<file path="src/rtl/cdb_arbiter.sv">
// Common-data-bus arbiter: per-producer FIFOs drained one entry per cycle
// by a round-robin scheduler onto a registered broadcast port.
module cdb_arbiter #(
  parameter int NUM_SRC = 2,
  parameter int DATA_W  = 32,
  parameter int TAG_W   = 5,
  parameter int DEPTH   = 2,
  localparam int SRC_W  = (NUM_SRC > 1) ? $clog2(NUM_SRC) : 1
) (
  input  logic                      clk_in,
  input  logic                      rst_in,
  input  logic                      rdy_in,
  input  logic                      clear,
  input  logic [NUM_SRC-1:0]        src_valid,
  input  logic [NUM_SRC*TAG_W-1:0]  src_tag,
  input  logic [NUM_SRC*DATA_W-1:0] src_value,
  output logic [NUM_SRC-1:0]        src_ready,
  output logic                      cdb_valid,
  output logic [TAG_W-1:0]          cdb_tag,
  output logic [DATA_W-1:0]         cdb_value,
  output logic [SRC_W-1:0]          cdb_src,
  output logic                      busy
);

  localparam int PW = (DEPTH > 1) ? $clog2(DEPTH) : 1;
  localparam int CW = PW + 1;

  logic [TAG_W-1:0]  r_tag_mem [NUM_SRC][DEPTH];
  logic [DATA_W-1:0] r_val_mem [NUM_SRC][DEPTH];
  logic [PW-1:0]     r_wr_ptr  [NUM_SRC];
  logic [PW-1:0]     r_rd_ptr  [NUM_SRC];
  logic [CW-1:0]     r_count   [NUM_SRC];
  logic [SRC_W-1:0]  r_rr_ptr;

  logic [NUM_SRC-1:0] w_push;
  logic [NUM_SRC-1:0] w_pop;
  logic [NUM_SRC-1:0] w_nonempty;
  logic               w_grant_vld;
  logic [SRC_W-1:0]   w_grant;
  logic [SRC_W-1:0]   w_rr_next;
  logic [SRC_W:0]     w_scan;

  // Ready looks only at the pre-edge count: a full FIFO refuses even when it pops.
  always_comb begin
    for (int i = 0; i < NUM_SRC; i++) begin
      w_nonempty[i] = (r_count[i] != '0);
      src_ready[i]  = rdy_in & (r_count[i] != CW'(DEPTH));
      w_push[i]     = src_valid[i] & src_ready[i];
    end
  end

  always_comb begin
    w_grant_vld = 1'b0;
    w_grant     = '0;
    w_scan      = '0;
    for (int k = 0; k < NUM_SRC; k++) begin
      w_scan = {1'b0, r_rr_ptr} + (SRC_W+1)'(k);
      if (w_scan >= (SRC_W+1)'(NUM_SRC)) w_scan = w_scan - (SRC_W+1)'(NUM_SRC);
      if (!w_grant_vld && w_nonempty[w_scan[SRC_W-1:0]]) begin
        w_grant_vld = 1'b1;
        w_grant     = w_scan[SRC_W-1:0];
      end
    end
  end

  always_comb begin
    for (int i = 0; i < NUM_SRC; i++) begin
      w_pop[i] = w_grant_vld && (w_grant == SRC_W'(i));
    end
    w_rr_next = (w_grant == SRC_W'(NUM_SRC - 1)) ? '0 : w_grant + 1'b1;
  end

  always_ff @(posedge clk_in) begin
    if (!rst_in && !clear) begin
      for (int i = 0; i < NUM_SRC; i++) begin
        if (w_push[i]) begin
          r_tag_mem[i][r_wr_ptr[i]] <= src_tag[i*TAG_W +: TAG_W];
          r_val_mem[i][r_wr_ptr[i]] <= src_value[i*DATA_W +: DATA_W];
        end
      end
    end
  end

  // Clear empties the FIFOs but keeps rr_ptr so fairness survives a flush.
  always_ff @(posedge clk_in) begin
    if (rst_in) begin
      for (int i = 0; i < NUM_SRC; i++) begin
        r_wr_ptr[i] <= '0;
        r_rd_ptr[i] <= '0;
        r_count[i]  <= '0;
      end
      cdb_valid <= 1'b0;
      cdb_tag   <= '0;
      cdb_value <= '0;
      cdb_src   <= '0;
      r_rr_ptr  <= '0;
    end else if (clear) begin
      for (int i = 0; i < NUM_SRC; i++) begin
        r_wr_ptr[i] <= '0;
        r_rd_ptr[i] <= '0;
        r_count[i]  <= '0;
      end
      cdb_valid <= 1'b0;
    end else if (rdy_in) begin
      for (int i = 0; i < NUM_SRC; i++) begin
        if (w_push[i]) r_wr_ptr[i] <= r_wr_ptr[i] + 1'b1;
        if (w_pop[i])  r_rd_ptr[i] <= r_rd_ptr[i] + 1'b1;
        if (w_push[i] && !w_pop[i])      r_count[i] <= r_count[i] + 1'b1;
        else if (w_pop[i] && !w_push[i]) r_count[i] <= r_count[i] - 1'b1;
      end
      cdb_valid <= w_grant_vld;
      if (w_grant_vld) begin
        cdb_tag   <= r_tag_mem[w_grant][r_rd_ptr[w_grant]];
        cdb_value <= r_val_mem[w_grant][r_rd_ptr[w_grant]];
        cdb_src   <= w_grant;
        r_rr_ptr  <= w_rr_next;
      end
    end
  end

  assign busy = (|w_nonempty) | cdb_valid;

endmodule

</file>
<file path="config.mk">
export PLATFORM = sky130hd
export DESIGN_NAME = cdb_arbiter
export DESIGN_NICKNAME = d
export VERILOG_FILES = /design/src/rtl/cdb_arbiter.sv
export SDC_FILE = /design/constraint.sdc
export NUM_CORES = 1
export LEC_CHECK = 0
export BUFFER_PORTS_ARGS = -buffer_cell sky130_fd_sc_hd__buf_2
export CAP_MARGIN = 20
export CORE_ASPECT_RATIO = 0.5
export CORE_MARGIN = 3
export CORE_UTILIZATION = 40
export DETAILED_ROUTE_END_ITERATION = 12
export GPL_TIMING_DRIVEN = 0
export PLACE_DENSITY = 0.71
export SETUP_SLACK_MARGIN = 0.4
export SYNTH_ARGS = -nofsm -noshare
export SYNTH_HDL_FRONTEND = slang
export SYNTH_SLANG_ARGS = --single-unit
</file>
<file path="constraint.sdc">
create_clock -name clk_in -period 6.6 [get_ports clk_in]
set_input_delay 1.32 -clock clk_in [delete_from_list [all_inputs] [get_ports clk_in]]
set_output_delay 1.32 -clock clk_in [all_outputs]
set_load 0.01 [all_outputs]
</file>
# == Word level (Yosys, flattened, before mapping) ==
# Memory sizes are Yosys's and may differ from the RTL's.
# Cells that the tools add are included.
# totals
reg_bits,40
ram_bits,156
inputBits,80
output_inout_bits,42
elab_cells,171
n_memories,5
# classes
n_addsub,12
order_cmp,9
n_eq_ne,2
mux,92
n_bitwise,24
n_reduce_logical,22
# mem_list
memory,words,word_bits,rd,rd_clocked_by_memory_dff,wr,line,text
r_val_mem,2,64,1,0,2,29,logic [DATA_W-1:0] r_val_mem [NUM_SRC][DEPTH];
r_tag_mem,2,10,1,0,2,28,logic [TAG_W-1:0] r_tag_mem [NUM_SRC][DEPTH];
r_count,2,2,2,0,2,32,logic [CW-1:0] r_count [NUM_SRC];
r_rd_ptr,2,1,3,0,2,31,logic [PW-1:0] r_rd_ptr [NUM_SRC];
r_wr_ptr,2,1,2,0,2,30,logic [PW-1:0] r_wr_ptr [NUM_SRC];
# ops
op,n
$mux W32,5
$mux W64,2
$mux W1,68
$demux W32 S1,2
$mux W5,5
$mux W10,2
$or A1 B1 Y1,15
$mux W2,6
$demux W5 S1,2
$logic_and A1 B1 Y1,10
$ge A2 B2 Y1 const B,4
$logic_not A1 Y1,7
$not A1 Y2,3
$add A1 B1 Y1 const B,5
$add A2 B1 Y2 const B,2
$and A1 B1 Y1,4
$lt A1 B2 Y1 const B,2
$lt A2 B1 Y1 const B,2
$ne A2 B2 Y1 const B,2
$reduce_bool A2 Y1,2
$reduce_or A2 Y1,2
$sub A2 B1 Y2 const B,2
$reduce_and A3 Y1,1
$add A1 B1 Y2 const B,1
3 further kinds,5

# == Depth between registers and ports, before layout ==
# depth
word_depth,19
depth_mapped,8
ltp_nobuf,6

# == Worst setup path after synthesis ==
# Ideal clock, no wire load.
# synth_timing
path_type,input to register
startpoint,input port rst_in
endpoint,memory r_tag_mem[0][5] (netlist name) (enable)
setup_ps,485
arrival_ps,4596
required_time_ps,6115
slack_ps,1519
cell_stages,3
n_path_buf,1
path_cell_list,or3b_1 > buf_6 > nor3b_1
# synth_rtl
element,line,text
start: declaration,11,"input logic rst_in,"
end: declaration,28,

==> run summary <==
The flow ran to the end, and the final reports show no timing, DRC or antenna violations. After routing the design area is 0.00911 mm2. Net count after synthesis: 560. The endpoint class of the critical path is an output pin. The routed design could run at a clock period as short as 3240 ps.

The number of clock buffers added by TritonCTS is 17. In the finished design, the share of the clock period the worst path needs comes to 49.1%. A synthesized cell averages 15.7 um2. The floorplan has 34 rows. The portion of the post-synthesis area used by sequential elements came out at 73.2%. Worst reg2reg path startpoint: r_count[0][0]. Measured along the x axis, the die boundary spans 200 um. After detailed placement, the design holds a cell count of 842.

Data on the critical path arrives at its endpoint at 1920 ps. Setup repair after global routing left no endpoint under its margin. Measured in cells, the most critical reg-to-reg path has a length of 7. In this run the critical register-to-register path is captured at r_val_mem[0][58]. The tools report the setup skew after layout as 11.4 ps. In this run, distinct cell masters in the synthesized netlist total 38.

For this run, the number of standard cells in the final layout without fillers is 874. Once detail routing completed, the nets flagged for antenna violations numbered 0. Prevailing post-synth register cell: edfxtp_1. The critical path ends at busy. Setup violations remaining at the end of the flow were counted as 0. Global routing finished with a remaining overflow of 0. The overall die height was 103 um; the deepest level of the CTS H-tree was 4.

Headroom to the max-slew limit came out at 33.9%. The total number of vias was 4491. Wire length after detailed routing: 16.5 mm. The area fraction of the dominant cell type after synthesis is 62.6%, and the HPWL after detailed placement is 11.7 mm.

Of the cells placed in the final design, the portion with a size suffix greater than 1 is 28.9%. The largest individual stage delay along the critical path comes from the cell or4b_2. The first global-routing pass estimated 25.6 mm of wire.

The number of port buffers is 121. The proportion of synthesized flip-flops having asynchronous set or reset came out at 0%. The instance count of the mapped netlist was 477. Once the clock tree was built, the setup fixing pass inserted 0 buffers. VDD sags by at most 0.000187 V. The tools report the switching power total as 0.685 mW.

The signal on the critical path passes through inv_1 -> ha_1 -> or4b_2 -> buf_2. The run gives 231 as the DRC violation total after the first TritonRoute iteration. The die covers 0.0205 mm2. For the worst path required time, the log shows 5280 ps. The transition time of the tightest slew-check pin came out at 992 ps. The signed area change from the synthesized netlist to the final layout was 21.6%; the number of synthesized flops with an enable pin was 156. Max-cap violations in this run came to 0. The total of flip-flops plus latches after synthesis is 196, and the initial antenna violation count is 1. Delay contributed by the slowest stage of the critical path: 590 ps. For the worst-skew pair, the clock arrives at the later sink with an insertion delay of 410 ps.

The global-route met2 utilization was 28.8%; the maximum count of clock buffers along a single path was 2. In this run the most used layer during global routing was met2. Clock-pin slew was measured on the worst setup and hold paths at 70 ps. Cell-internal power: 2.00 mW. The tools report the number of gates given a new drive strength after cts as 0. In this run switching power makes up 25.5% of total power. The post-cts hold buffer count came out at 0. The logic gate share of total power came out at 11.4%.

Routability-driven placement finished with a final weighted congestion of 0.834. In this run the standard cell core region covers 0.0179 mm2. Dividing the detail-routed wire length by the instance count gives 18.8 um.

By area the synthesized netlist is led by edfxtp_1 (63%), dfxtp_1 (11%), mux2i_1 (10%). STA classifies the critical path startpoint as a register. The tools report the netlist area before placement as 0.00749 mm2.

The worst setup slack for register-to-register paths came out at 3970 ps. The ratio of total power to cell area is 294 mW/mm2, and the maximum number of pins on one net before global-route repair is 31. The worst setup path startpoint was r_count[1][0]. The number of warning messages in the yosys log was 0. The logs give 51.7% for the sequential power share and 308 MHz for the fmax.

The overall fraction of global-route tracks in use is 16.5%, and the largest fanout on the critical path is 4. The share of total power dissipated in the clock network is 36.8%. Once the floorplan was initialized, standard cells occupied 41.9% of the core. The net count of the finished layout is 710. The min-delay analysis places its worst path in the category reg -> reg. In the global route stage, met3 resource usage came out at 4.64%.

122 I/O pins were placed. Dividing the detail-routed via count by the number of cells gives 5.14. The number of slew-limit violations in the final report is 0.

The hold violation count in the final report is 0. The count of antenna diodes in the layout is 0. In the layout the commonest cells are edfxtp_1 (156), buf_2 (127), nand2_1 (78).

The number of global-route vias before repair came out at 4847. The tools report the global routing usage on met1 as 20.0%. In this run the cell area measured after placement is 0.00854 mm2.

Clock tree synthesis found a total of 196 sinks. The critical path in this run is classified as reg -> out. For this design the static power due to leakage is 3.36 nW.

The library cell used most frequently in the layout, excluding fill and tap cells, is edfxtp_1. The biggest area contributor in the post-synthesis netlist is edfxtp_1. The tools report the number of remaining DRC errors as 0. TritonCTS built the clock tree. CTS placed an instance of clkbuf_16 at the clock tree root.

The number of optimization iterations in the first detailed-route pass was 4.
[layout make-up]
type	instances	area (um2)
Fill cell	1523	8760
Sequential cell	196	5490
Tap cell	234	293
Clock buffer	19	433
Buffer	25	161
Multi-Input combinational cell	253	1840
Inverter	3	11.3
Clock inverter	13	138
Timing Repair Buffer	131	743
[worst max-delay path, delay by kind of cell, from the launching register on]
kind                       cells  cell delay [ps]
and+or+nand+nor                1              590
DFF                            1              390
buffers and inverters          2              300
adders and majority gates      1              240
[Yosys cell counts (6+ instances only)]
library cell / count
a32o_1: 37
buf_2: 6
buf_6: 7
clkbuf_1: 8
dfxtp_1: 40
edfxtp_1: 156
mux2i_1: 75
nand2_1: 78
nor2_1: 9
nor3_1: 6
o21ai_0: 10
[sequential cells by signal, indices dropped and copies added, names as in the netlist]
signal	cells
cdb_src	1
cdb_tag	5
cdb_valid	1
cdb_value	32
r_count	4
r_rd_ptr	2
r_rr_ptr	1
r_tag_mem	20
r_val_mem	128
r_wr_ptr	2
[through the flow]
step	TNS [ps]	setup WS, ps	hold slack, ps	power, mW	utilization (%)
4_1_cts	0	3330	466	2.71	51.0
6_report	0	3360	462	2.68	51.0
5_1_grt	0	3220	476	2.79	51.0
3_5_place_dp	0	3020	449	1.73	47.8
3_3_place_gp	-39980	-775	445	1.71	46.9
2_1_floorplan	0	1520	505	1.60	-
[how the worst min path moves through the flow]
stage	startpoint	slack (ps)	endpoint	cells past startpoint
after floorplan	r_rr_ptr	510	r_rr_ptr	2
after global placement	cdb_value[9]	440	cdb_value[9]	1
after detailed placement	cdb_value[9]	450	cdb_value[9]	1
after CTS	cdb_value[13]	470	cdb_value[13]	1
after global routing	cdb_value[10]	480	cdb_value[10]	1
final	cdb_value[31]	460	cdb_value[31]	1
[cell families (layout without fill, tap and decap cells)]
kind of cell    Yosys count  after routing  share of synthesized area (%)
flops                   196            196                           73.2
simple gates            115            115                           6.95
mux                      75             75                           10.0
compound gates           58             58                           6.73
buf+inv                  28            191                           2.31
fa+ha+maj                 3              3                          0.501
xor+xnor                  2              2                          0.234
[layer usage]
metal / up-vias / part of all wire [%]
met4: 2 / 1.5
met1: 2242 / 43
li1: 2133 / -
met5: - / 0.079
met2: 95 / 50
met3: 19 / 6.0
[power by group through the flow]
stage | sequential, mW | combinational (mW) | clock, mW
2_1_floorplan | 1.42 | 0.177 | 0
3_3_place_gp | 1.42 | 0.295 | 0
3_5_place_dp | 1.42 | 0.310 | 0
4_1_cts | 1.39 | 0.311 | 1.01
5_1_grt | 1.39 | 0.340 | 1.06
6_report | 1.39 | 0.307 | 0.988
No activity file was read; power rests on OpenSTA's default activity.
